File: config.mk
export PLATFORM = sky130hd
export DESIGN_NAME = normalize_pack
export DESIGN_NICKNAME = d
export VERILOG_FILES = /design/src/rtl/fp16_pkg.sv /design/src/rtl/fp16_round_pack.sv /design/src/rtl/normalize_pack.sv
export SDC_FILE = /design/constraint.sdc
export NUM_CORES = 1
export LEC_CHECK = 0
export BUFFER_PORTS_ARGS = -buffer_cell sky130_fd_sc_hd__buf_4
export CORE_UTILIZATION = 40
export DETAILED_ROUTE_END_ITERATION = 8
export GPL_TIMING_DRIVEN = 0
export HOLD_SLACK_MARGIN = 0.15
export PLACE_DENSITY = 0.68
export SYNTH_ARGS = -nofsm -noshare
export SYNTH_HDL_FRONTEND = slang
export SYNTH_SLANG_ARGS = --single-unit
export TNS_END_PERCENT = 30
File: constraint.sdc
create_clock -name clk -period 3.2 [get_ports clk]
set_clock_uncertainty 0.1 [all_clocks]
set_input_delay 0.48 -clock clk [delete_from_list [all_inputs] [get_ports clk]]
set_output_delay 0.48 -clock clk [all_outputs]
set_load 0.02 [all_outputs]
File: src/rtl/fp16_pkg.sv
// Shared binary16 definitions for the adder back end: field widths, exponent
// limits, the normalize/round FSM states and the word packing helper.
package fp16_pkg;

    localparam int EXP_W  = 5;
    localparam int FRAC_W = 10;
    localparam int SIG_W  = 11;

    localparam logic [EXP_W-1:0] EXP_MAX      = 5'h1F;
    localparam logic [EXP_W-1:0] EXP_MIN_NORM = 5'd1;

    typedef enum logic [1:0] {
        ST_IDLE  = 2'd0,
        ST_NORM  = 2'd1,
        ST_ROUND = 2'd2,
        ST_DONE  = 2'd3
    } state_e;

    function automatic logic [EXP_W+FRAC_W:0] fp16_pack(
        input logic             s,
        input logic [EXP_W-1:0] e,
        input logic [FRAC_W-1:0] f
    );
        return {s, e, f};
    endfunction

endpackage

File: src/rtl/fp16_round_pack.sv
// Combinational round step: optional increment, carry-out renormalize, flag
// derivation and binary16 packing of the normalized significand.
module fp16_round_pack
    import fp16_pkg::*;
(
    input  logic [SIG_W-1:0]       mant,
    input  logic [EXP_W:0]         exp_in,
    input  logic                   sign,
    input  logic                   rnd,
    input  logic                   sticky,
    input  logic                   ovf_in,
    input  logic                   den_in,
    input  logic                   zero_in,
    input  logic                   shifted_in,
    output logic [EXP_W+FRAC_W:0]  result,
    output logic                   overflow,
    output logic                   underflow,
    output logic                   inexact
);

    logic [SIG_W:0]   sum_s;
    logic [SIG_W-1:0] mant_s;
    logic [EXP_W:0]   exp_s;
    logic             ovf_s;
    logic             den_s;

    // Increment, renormalize on carry-out, then pack and flag.
    always_comb begin
        sum_s  = {1'b0, mant} + {11'd0, (rnd & sticky & ~ovf_in)};
        mant_s = sum_s[SIG_W-1:0];
        exp_s  = exp_in;
        ovf_s  = ovf_in;
        den_s  = den_in;

        if (sum_s[SIG_W]) begin
            mant_s = 11'h400;
            exp_s  = exp_in + 6'd1;
        end else begin
            mant_s = sum_s[SIG_W-1:0];
        end

        if (exp_s >= 6'd31) begin
            ovf_s = 1'b1;
        end else begin
            ovf_s = ovf_in;
        end

        // A subnormal rounded into the hidden bit is the smallest normal (exp 1).
        if (den_in && mant_s[SIG_W-1]) begin
            den_s = 1'b0;
        end else begin
            den_s = den_in;
        end

        if (ovf_s) begin
            result = fp16_pack(sign, EXP_MAX, 10'h000);
        end else if (den_s || zero_in) begin
            result = fp16_pack(sign, 5'h00, mant_s[FRAC_W-1:0]);
        end else begin
            result = fp16_pack(sign, exp_s[EXP_W-1:0], mant_s[FRAC_W-1:0]);
        end

        overflow  = ovf_s;
        underflow = den_s | (zero_in & shifted_in);
        inexact   = sticky | ovf_s;
    end

endmodule

File: src/rtl/normalize_pack.sv
// Sequential normalize/round/pack back end of the binary16 adder: shifts left
// one bit per cycle, rounds once, and presents the packed word on valid/ready.
module normalize_pack
    import fp16_pkg::*;
(
    input  logic                  clk,
    input  logic                  reset,
    input  logic                  in_valid,
    output logic                  in_ready,
    input  logic [SIG_W-1:0]      mant,
    input  logic                  exp_inc,
    input  logic                  sticky,
    input  logic [EXP_W-1:0]      exp,
    input  logic                  sign,
    input  logic                  rnd,
    output logic                  out_valid,
    input  logic                  out_ready,
    output logic [15:0]           result,
    output logic                  overflow,
    output logic                  underflow,
    output logic                  inexact
);

    state_e            state_q, state_d;
    logic [SIG_W-1:0]  mant_q, mant_d;
    logic [EXP_W:0]    exp_q, exp_d;
    logic              sign_q, sign_d;
    logic              rnd_q, rnd_d;
    logic              sticky_q, sticky_d;
    logic              ovf_q, ovf_d;
    logic              den_q, den_d;
    logic              zero_q, zero_d;
    logic              shifted_q, shifted_d;
    logic [15:0]       result_q, result_d;
    logic              overflow_q, overflow_d;
    logic              underflow_q, underflow_d;
    logic              inexact_q, inexact_d;
    logic              in_ready_q, in_ready_d;
    logic              out_valid_q, out_valid_d;

    logic [EXP_W-1:0]  exp_floor_s;
    logic [15:0]       rp_result_s;
    logic              rp_overflow_s;
    logic              rp_underflow_s;
    logic              rp_inexact_s;

    fp16_round_pack u_round_pack (
        .mant       (mant_q),
        .exp_in     (exp_q),
        .sign       (sign_q),
        .rnd        (rnd_q),
        .sticky     (sticky_q),
        .ovf_in     (ovf_q),
        .den_in     (den_q),
        .zero_in    (zero_q),
        .shifted_in (shifted_q),
        .result     (rp_result_s),
        .overflow   (rp_overflow_s),
        .underflow  (rp_underflow_s),
        .inexact    (rp_inexact_s)
    );

    // Next-state and datapath updates for the four-state normalize/round FSM.
    always_comb begin
        state_d     = state_q;
        mant_d      = mant_q;
        exp_d       = exp_q;
        sign_d      = sign_q;
        rnd_d       = rnd_q;
        sticky_d    = sticky_q;
        ovf_d       = ovf_q;
        den_d       = den_q;
        zero_d      = zero_q;
        shifted_d   = shifted_q;
        result_d    = result_q;
        overflow_d  = overflow_q;
        underflow_d = underflow_q;
        inexact_d   = inexact_q;
        exp_floor_s = (exp == 5'd0) ? EXP_MIN_NORM : exp;

        case (state_q)
            ST_IDLE: begin
                if (in_valid) begin
                    mant_d    = mant;
                    sticky_d  = sticky;
                    sign_d    = sign;
                    rnd_d     = rnd;
                    exp_d     = {1'b0, exp_floor_s} + {5'd0, exp_inc};
                    ovf_d     = 1'b0;
                    den_d     = 1'b0;
                    zero_d    = 1'b0;
                    shifted_d = 1'b0;
                    state_d   = ST_NORM;
                end else begin
                    state_d   = ST_IDLE;
                end
            end
            ST_NORM: begin
                if (exp_q >= 6'd31) begin
                    ovf_d   = 1'b1;
                    state_d = ST_ROUND;
                end else if (mant_q == 11'h000) begin
                    zero_d  = 1'b1;
                    state_d = ST_ROUND;
                end else if (mant_q[SIG_W-1]) begin
                    state_d = ST_ROUND;
                end else if (exp_q == 6'd1) begin
                    den_d   = 1'b1;
                    state_d = ST_ROUND;
                end else begin
                    mant_d    = {mant_q[SIG_W-2:0], 1'b0};
                    exp_d     = exp_q - 6'd1;
                    shifted_d = 1'b1;
                    state_d   = ST_NORM;
                end
            end
            ST_ROUND: begin
                result_d    = rp_result_s;
                overflow_d  = rp_overflow_s;
                underflow_d = rp_underflow_s;
                inexact_d   = rp_inexact_s;
                state_d     = ST_DONE;
            end
            ST_DONE: begin
                if (out_ready) begin
                    state_d = ST_IDLE;
                end else begin
                    state_d = ST_DONE;
                end
            end
            default: begin
                state_d = ST_IDLE;
            end
        endcase

        in_ready_d  = (state_d == ST_IDLE);
        out_valid_d = (state_d == ST_DONE);
    end

    // State and datapath registers; synchronous reset drops any transaction.
    always_ff @(posedge clk) begin
        if (reset) begin
            state_q     <= ST_IDLE;
            mant_q      <= 11'h000;
            exp_q       <= 6'd0;
            sign_q      <= 1'b0;
            rnd_q       <= 1'b0;
            sticky_q    <= 1'b0;
            ovf_q       <= 1'b0;
            den_q       <= 1'b0;
            zero_q      <= 1'b0;
            shifted_q   <= 1'b0;
            result_q    <= 16'h0000;
            overflow_q  <= 1'b0;
            underflow_q <= 1'b0;
            inexact_q   <= 1'b0;
            in_ready_q  <= 1'b1;
            out_valid_q <= 1'b0;
        end else begin
            state_q     <= state_d;
            mant_q      <= mant_d;
            exp_q       <= exp_d;
            sign_q      <= sign_d;
            rnd_q       <= rnd_d;
            sticky_q    <= sticky_d;
            ovf_q       <= ovf_d;
            den_q       <= den_d;
            zero_q      <= zero_d;
            shifted_q   <= shifted_d;
            result_q    <= result_d;
            overflow_q  <= overflow_d;
            underflow_q <= underflow_d;
            inexact_q   <= inexact_d;
            in_ready_q  <= in_ready_d;
            out_valid_q <= out_valid_d;
        end
    end

    assign in_ready  = in_ready_q;
    assign out_valid = out_valid_q;
    assign result    = result_q;
    assign overflow  = overflow_q;
    assign underflow = underflow_q;
    assign inexact   = inexact_q;

endmodule

==> flow_summary.json, run 1 <==
{
  "dp_slack_ps": 487,
  "ff_latch_area_sq_um": 941,
  "coreArea_sq_um": 5920,
  "ys_warn_count": 0,
  "power.total_mw": 2.55,
  "dp_hpwl_um": 4670,
  "cts_resized": 0,
  "setup_viol": 0,
  "ys_seq_area_share_pct": 38.1,
  "min_path_type": "primary input to register",
  "grt_pass1_wl_um": 10000,
  "tns_ps": 0,
  "overflow": 0,
  "cts_sinks": 47,
  "grt_max_degree": 15,
  "critPathCaptureType": "register",
  "die-area_sq_um": 6490,
  "io_buffers": 43,
  "ctsHoldBuffers": 0,
  "ios": 45,
  "fill_cells": 611,
  "synth_area_sq_um": 2470,
  "start_kind": "register",
  "synth_area_leaders": "dfxtp_1, a21oi_1, nand2_1, nor2_1, nor3_1",
  "synth_enable_flop_cells": 0,
  "clk_pin_slew_worst_paths_ps": 90,
  "yosys.area.top_type": "dfxtp_1",
  "drc": 0,
  "synthDistinctLibCells": 48,
  "mostFrequentLayoutCell": "dfxtp_1",
  "worst_slew_pin_slew_ps": 694,
  "clk_latency_ps": 310,
  "wl_per_cell_um": 15.1,
  "cts_tree": "yes",
  "ys_ff_latch": 47,
  "required_ps": 3270,
  "path_max_fanout": 9,
  "die_x_um": 80.6,
  "finalHoldViolCount": 0,
  "cts_buffer_depth": 2,
  "initial_utilization_pct": 41.7,
  "maxCapViolCount": 0,
  "wirelength_um": 6380,
  "multi_input_area_sq_um": 1390,
  "synth_top_cell_area_share_pct": 38.1,
  "fmax_ghz": 0.364,
  "cts_htree_levels": 2,
  "power_density_nw_per_um2": 857,
  "grt_usage_pct": 20.2,
  "fp-row-count": 28,
  "relSlewSlack_pct": 53.6,
  "cts_inserted_buffers": 5,
  "layout_common_cells": "dfxtp_1, buf_4, nand2_1, nor2_1, a21oi_1",
  "antenna_found_initial": 0,
  "finalCriticalPeriod_ps": 2740,
  "synthFlopType": "dfxtp_1",
  "postLayoutCoreUtil_pct": 50.3,
  "rsz0062_at_grt": "false",
  "path_class": "register to register",
  "via_count": 2344,
  "viasPerCell": 5.53,
  "cts_root_buf": "clkbuf_8",
  "first_global_vias": 2057,
  "place.gp.congestion": 0.844,
  "avgSynthCellArea_sq_um": 8.28,
  "layout_worst_path_cycle_share_pct": 85.7,
  "die_h_um": 80.6,
  "drive_gt1_share_pct": 20.1,
  "area_growth_pct": 20.7,
  "syn_nets": 329,
  "drv_slew": 0,
  "worst_slack_ps": 456,
  "arrival_ps": 2810,
  "vdd_drop_max_mv": 0.390,
  "cts_setup_buffers": 0,
  "leakage_nw": 1.14,
  "layout.nets": 379,
  "drtIter0Drc": 169,
  "antenna_cells": 0,
  "status": "completed",
  "ant_nets": 0,
  "drt_pre_antenna_iters": 5,
  "syn_inst": 298,
  "ys_async_sr_fraction_pct": 0
}
==> per-stage QoR <==
| stage | instances | instance area [sq um] | hold WS [ps] |
|---|---|---|---|
| after floorplan | 298 | 2470 | 336 |
| after global placement | 416 | 2890 | 336 |
| after detailed placement | 416 | 2890 | 346 |
| after CTS | 424 | 2980 | 304 |
| after global routing | 424 | 2980 | 318 |
| final | 424 | 2980 | 306 |
==> cells in the mapped netlist (all sizes together), types with 3 or more instances <==
library cell	count
a211o	3
or3	8
nand2	31
nor3	19
nand3	11
nor2	26
nor4	5
xnor2	10
xor2	4
o21ai	14
a21oi	25
a22oi	6
ha	7
a211oi	9
nand4	5
nand2b	3
a221oi	5
mux2i	3
inv	10
buf	10
clkbuf	13
dfxtp	47
==> flip-flops by register name (all words and copies together), names as in the netlist, 2 cells and up <==
register / count
exp_q: 6
mant_q: 11
result: 16
state_q: 2
==> per-layer routing <==
layer	routed length (um)	GRT usage, %
met2	3010	34.0
met3	353	3.52
met4	56	5.18
met5	0	0
met1	2960	26.4
==> critical path: stages (launching register included) <==
cell,delay (ps)
dfxtp_1,350
nand2_1,60
nor2_1,120
ha_1,320
nand4_4,220
nor3_4,340
mux2_2,410
a221oi_4,530
a211oi_1,140
==> cells by family after synthesis <==
logic type | share of synthesized area [%]
AOI/OAI and AO/OA | 21.0
xor gates and xnor gates | 4.97
adders and majority gates | 3.55
buffers and inverters | 5.47
DFF | 38.1
muxes | 1.67
and+or+nand+nor | 25.2
==> final cells by class <==
cell class / instances / area share (%)
Multi-Input combinational cell: 218 / 46.7
Sequential cell: 47 / 31.6
Timing Repair Buffer: 43 / 10.8
Buffer: 23 / 3.27
Tap cell: 75 / 3.15
Clock buffer: 7 / 2.90
Inverter: 10 / 1.26
Clock inverter: 1 / 0.294
==> power by group <==
| group | switching (mW) | internal [mW] | leakage, nW |
|---|---|---|---|
| registers | 0.144 | 0.748 | 0.384 |
| clock network | 0.211 | 0.177 | 0.0484 |
| logic | 0.792 | 0.481 | 0.712 |
==> worst paths after layout <==
path / startpoint / endpoint / slack, ps / cells past startpoint
min: mant[0] / mant_q[0] / 310 / 3
max: sticky_q / inexact / 460 / 8
max reg2reg: sticky_q / inexact / 460 / 8
min reg2reg: result[8] / result[8] / 360 / 2
Power figures use the tool's default switching activity.
==> inputs of run 2 (changes only) <==
--- a/config.mk
+++ b/config.mk
@@ -5,12 +5,13 @@
 export SDC_FILE = /design/constraint.sdc
 export NUM_CORES = 1
 export LEC_CHECK = 0
+export ABC_AREA = 1
 export BUFFER_PORTS_ARGS = -buffer_cell sky130_fd_sc_hd__buf_4
 export CORE_UTILIZATION = 40
 export DETAILED_ROUTE_END_ITERATION = 8
 export GPL_TIMING_DRIVEN = 0
 export HOLD_SLACK_MARGIN = 0.15
-export PLACE_DENSITY = 0.68
+export PLACE_DENSITY = 0.67
 export SYNTH_ARGS = -nofsm -noshare
 export SYNTH_HDL_FRONTEND = slang
 export SYNTH_SLANG_ARGS = --single-unit
==> flow_summary.json, run 2 <==
{
  "status": "finished with violations",
  "violations": "DRC",
  "drv_slew": 0,
  "dp_slack_ps": 934,
  "viasPerCell": 5.20,
  "ys_ff_latch": 47,
  "antenna_found_initial": 0,
  "ctsHoldBuffers": 0,
  "leakage_nw": 1.57,
  "ys_async_sr_fraction_pct": 0,
  "relSlewSlack_pct": 55.2,
  "overflow": 0,
  "drive_gt1_share_pct": 18.6,
  "vdd_drop_max_mv": 0.445,
  "ios": 45,
  "synth_common_cells": "nand2_1, nor2_1, dfxtp_1",
  "cts_htree_levels": 2,
  "layout_common_cells": "nand2_1, nor2_1, dfxtp_1, buf_4, inv_1",
  "power_density_nw_per_um2": 898,
  "synth_area_leaders": "dfxtp_1, nand2_1, nor2_1, a21oi_1, o21ai_0",
  "mostFrequentLayoutCell": "nand2_1",
  "clk_latency_ps": 300,
  "place.gp.congestion": 0.846,
  "synthDistinctLibCells": 32,
  "crit_path_start": "sticky_q",
  "cts_tree": "yes",
  "synth_top_cell_area_share_pct": 34.6,
  "initial_utilization_pct": 42.2,
  "path_class": "register to register",
  "min_from": "sign",
  "io_buffers": 43,
  "synth_most_common_cell": "nand2_1",
  "finalHoldViolCount": 0,
  "layout_worst_path_cycle_share_pct": 73.1,
  "avgSynthCellArea_sq_um": 6.89,
  "worst_slew_pin_slew_ps": 669,
  "start_kind": "register",
  "maxCapViolCount": 0,
  "arrival_ps": 2440,
  "required_ps": 3310,
  "grt_max_degree": 15,
  "synth_enable_flop_cells": 0,
  "cts_buffer_depth": 2,
  "grt_usage_pct": 20.9,
  "synth_area_sq_um": 2720,
  "wirelength_um": 7160,
  "cts_root_buf": "clkbuf_8",
  "dp_hpwl_um": 5390,
  "ys_seq_area_share_pct": 34.6,
  "area_growth_pct": 20.3,
  "cts_inserted_buffers": 5,
  "ys_warn_count": 0,
  "fp-row-count": 29,
  "rsz0062_at_grt": "false",
  "tns_ps": 0,
  "yosys.area.top_type": "dfxtp_1",
  "die-area_sq_um": 7140,
  "cts_sinks": 47,
  "via_count": 2721,
  "coreArea_sq_um": 6460,
  "finalCriticalPeriod_ps": 2340,
  "die_x_um": 84.5,
  "syn_inst": 395,
  "synthFlopType": "dfxtp_1",
  "fmax_ghz": 0.428,
  "largest_register_ffs": 16,
  "min_path_type": "primary input to register",
  "finalInstanceArea_sq_um": 3270,
  "first_global_vias": 2481,
  "worst_slack_ps": 862,
  "die_h_um": 84.5,
  "path_max_fanout": 4,
  "critPathCaptureType": "register",
  "cts_setup_buffers": 0,
  "syn_nets": 426,
  "clk_pin_slew_worst_paths_ps": 90,
  "grt_pass1_wl_um": 11900,
  "ant_nets": 0,
  "drtIter0Drc": 153,
  "holdWs_ps": 292,
  "wl_per_cell_um": 13.7,
  "setup_viol": 0,
  "drc": 4,
  "antenna_cells": 0,
  "place_area_sq_um": 3140,
  "layout.nets": 476,
  "reg2reg_from": "sticky_q",
  "cts_resized": 0,
  "drt_pre_antenna_iters": 6
}
run 2: logic make-up (layout without fill, tap and decap cells):
group / Yosys count / in the layout / share of synthesized area [%]
and+or+nand+nor: 193 / 193 / 34.4
AOI/OAI and AO/OA: 76 / 76 / 14.7
buffers and inverters: 59 / 110 / 8.91
DFF: 47 / 47 / 34.6
xor gates and xnor gates: 13 / 13 / 4.18
adders and majority gates: 7 / 7 / 3.22
run 2: per-layer routing:
layer / vias up / track usage [%] / share of wire, %
li1: 1398 / - / -
met1: 1213 / 27.9 / 47
met2: 103 / 34.1 / 46
met3: 7 / 3.83 / 6.3
met4: 0 / 6.63 / 1.3
met5: - / 0 / 0
run 2: path summary, 6_finish.rpt:
kind                            cells past startpoint  slack (ps)    endpoint
worst max register to register                     13         860  result[14]
worst min register to register                      2         360   shifted_q
worst max-delay path                               13         860  result[14]
worst min-delay path                                3         290      sign_q
run 2: critical path, cell delays in order, from the launching register on:
cell and delay (ps):
dfxtp_1 360, nand2_1 70, nor2_1 150, ha_1 220, ha_1 200, nand2_1 130
nor3_2 260, nand2_1 90, nand2_1 70, nand4_1 190, nand2_1 180, nor2_1 60
o21ai_1 120, inv_1 50
run 2: per-stage QoR:
stage	util (%)	instances	total power [mW]
floorplan	-	395	1.98
detailed placement	48.6	515	2.41
finish	50.7	523	2.94
global route	50.7	523	3.17
CTS	50.7	523	2.93
global placement	48.6	515	2.38
run 2: final cells by class:
class	count	area, sq um
flip-flops and latches	47	941
well taps	77	96.3
inverters	45	169
multi-input cells	289	1540
fillers	684	3180
plain buffers	14	73.8
repair buffers	43	323
clock buffers	6	72.6
clock inverters	2	60.1
run 2: power by group:
part | internal, mW | switching [mW]
logic | 0.511 | 0.960
clock network | 0.312 | 0.210
registers | 0.774 | 0.172
==> inputs of run 3 (changes only) <==
==> constraint.sdc (replaced) <==
create_clock -name clk -period 2.2 [get_ports clk]
set_clock_uncertainty 0.1 [all_clocks]
set_input_delay 0.33 -clock clk [delete_from_list [all_inputs] [get_ports clk]]
set_output_delay 0.33 -clock clk [all_outputs]
set_load 0.02 [all_outputs]
==> flow_summary.json, run 3 (synthesis results as in run 2) <==
{
  "power.total_mw": 4.40,
  "layout_common_cells": "nand2_1, buf_4, nor2_1, dfxtp_1, inv_1",
  "crit_slowest_cell": "dfxtp_1",
  "cts_inserted_buffers": 5,
  "initial_utilization_pct": 42.2,
  "ios": 45,
  "routed.top_layer": "met4",
  "die_x_um": 84.5,
  "grt_max_degree": 15,
  "cts_buffer_depth": 2,
  "rsz0062_at_grt": "true",
  "clk_pin_slew_worst_paths_ps": 90,
  "path_max_fanout": 6,
  "crit_top_cell": "nand2_4",
  "cts_htree_levels": 2,
  "cts_root_buf": "clkbuf_8",
  "viasPerCell": 5.24,
  "vdd_drop_max_mv": 0.647,
  "first_global_vias": 2522,
  "place.gp.congestion": 0.846,
  "relSlewSlack_pct": 48.4,
  "finalCriticalPeriod_ps": 2130,
  "overflow": 0,
  "antenna_cells": 0,
  "fmax_ghz": 0.468,
  "wirelength_um": 7490,
  "drtIter0Drc": 154,
  "cts_tree": "yes",
  "drv_slew": 0,
  "drive_gt1_share_pct": 23.0,
  "min_path_type": "primary input to register",
  "leakage_nw": 1.63,
  "slowest_delay_ps": 350,
  "drc": 4,
  "arrival_ps": 2270,
  "cts_sinks": 47,
  "required_ps": 2340,
  "wl_met3_um": 478,
  "drt_pre_antenna_iters": 7,
  "power_density_nw_per_um2": 1280,
  "wl_met2_um": 3460,
  "violations": "DRC",
  "path_cells": "nand2_2, nor2_4, ha_4, nand2_4, nor2_8, nand2_4, nor2_8, o21ai_1, nand2_1, nor2_2, nand2_4, buf_2, nand4_1, a21oi_1",
  "fill_cells": 673,
  "die-area_sq_um": 7140,
  "grt_pass1_wl_um": 12000,
  "largest_register_ffs": 16,
  "mostFrequentLayoutCell": "nand2_1",
  "clk_latency_ps": 300,
  "grt_usage_pct": 21.0,
  "ant_nets": 0,
  "critPathCaptureType": "register",
  "wl_per_cell_um": 14.1,
  "status": "finished with violations",
  "dp_hpwl_um": 5390,
  "antenna_found_initial": 0,
  "m1WireLength_um": 3420,
  "area_growth_pct": 25.8,
  "layout_worst_path_cycle_share_pct": 97.0,
  "postLayoutCoreUtil_pct": 53.0,
  "start_kind": "register",
  "via_count": 2778,
  "io_buffers": 43,
  "fp-row-count": 29,
  "finalHoldViolCount": 0,
  "maxCapViolCount": 0,
  "worst_slew_pin_slew_ps": 771,
  "layout.nets": 483,
  "setup_viol": 0,
  "path_class": "register to register",
  "coreArea_sq_um": 6460,
  "die_h_um": 84.5
}
## run 3: routing by layer
layer	vias up	GRT usage (%)
met5	-	0
met4	0	7.70
met3	11	3.93
met2	105	34.0
met1	1250	28.0
li1	1412	-
## run 3: power by group
group | total (mW) | switching (mW) | leakage, nW | internal [mW]
logic | 2.24 | 1.45 | 1.18 | 0.794
clock network | 0.756 | 0.302 | 0.0654 | 0.454
registers | 1.40 | 0.267 | 0.385 | 1.13
total | 4.40 | 2.02 | 1.63 | 2.38
## run 3: final cells by class
class | count | area, sq um | share of cell area, %
repair buffers | 50 | 375 | 11.0
plain buffers | 14 | 77.6 | 2.27
well taps | 77 | 96.3 | 2.81
flip-flops and latches | 47 | 943 | 27.5
inverters | 45 | 169 | 4.93
multi-input cells | 289 | 1630 | 47.6
clock buffers | 6 | 72.6 | 2.12
clock inverters | 2 | 60.1 | 1.75
## run 3: final timing paths
check         endpoint       from  depth (start not counted)  slack [ps]
max reg2reg  result[6]      rnd_q                         14          70
min           sticky_q     sticky                          3         150
max          result[6]      rnd_q                         14          70
min reg2reg  shifted_q  shifted_q                          2         360
## run 3: stage by stage
| step | setup slack (ps) | TNS, ps | hold WS [ps] | instance area [sq um] | instances |
|---|---|---|---|---|---|
| floorplan | 353 | 0 | 328 | 2720 | 395 |
| global placement | -35.5 | -91.8 | 339 | 3140 | 515 |
| detailed placement | -57.9 | -157 | 342 | 3140 | 515 |
| CTS | 3.81 | 0 | 151 | 3310 | 525 |
| global route | -62.0 | -464 | 154 | 3420 | 530 |
| finish | 65.2 | 0 | 150 | 3420 | 530 |
## run 3: worst max-delay path: cells and delay by family (launching register included)
family	cells	cell delay (ps)
AND/OR/NAND/NOR	10	1080
flip-flops	1	350
AO/OA/AOI/OAI	2	200
adder cells (fa/ha/maj)	1	170
buffers and inverters	1	160
## run 3: repair_timing
item                                   in CTS  in global routing
gates cloned                                0                  2
setup endpoints to repair                   5                 28
setup buffers                               1                  3
pin swaps                                   2                 11
hold buffers                                1                  0
endpoints found under the hold margin       1                  0
resized for setup                           4                 20
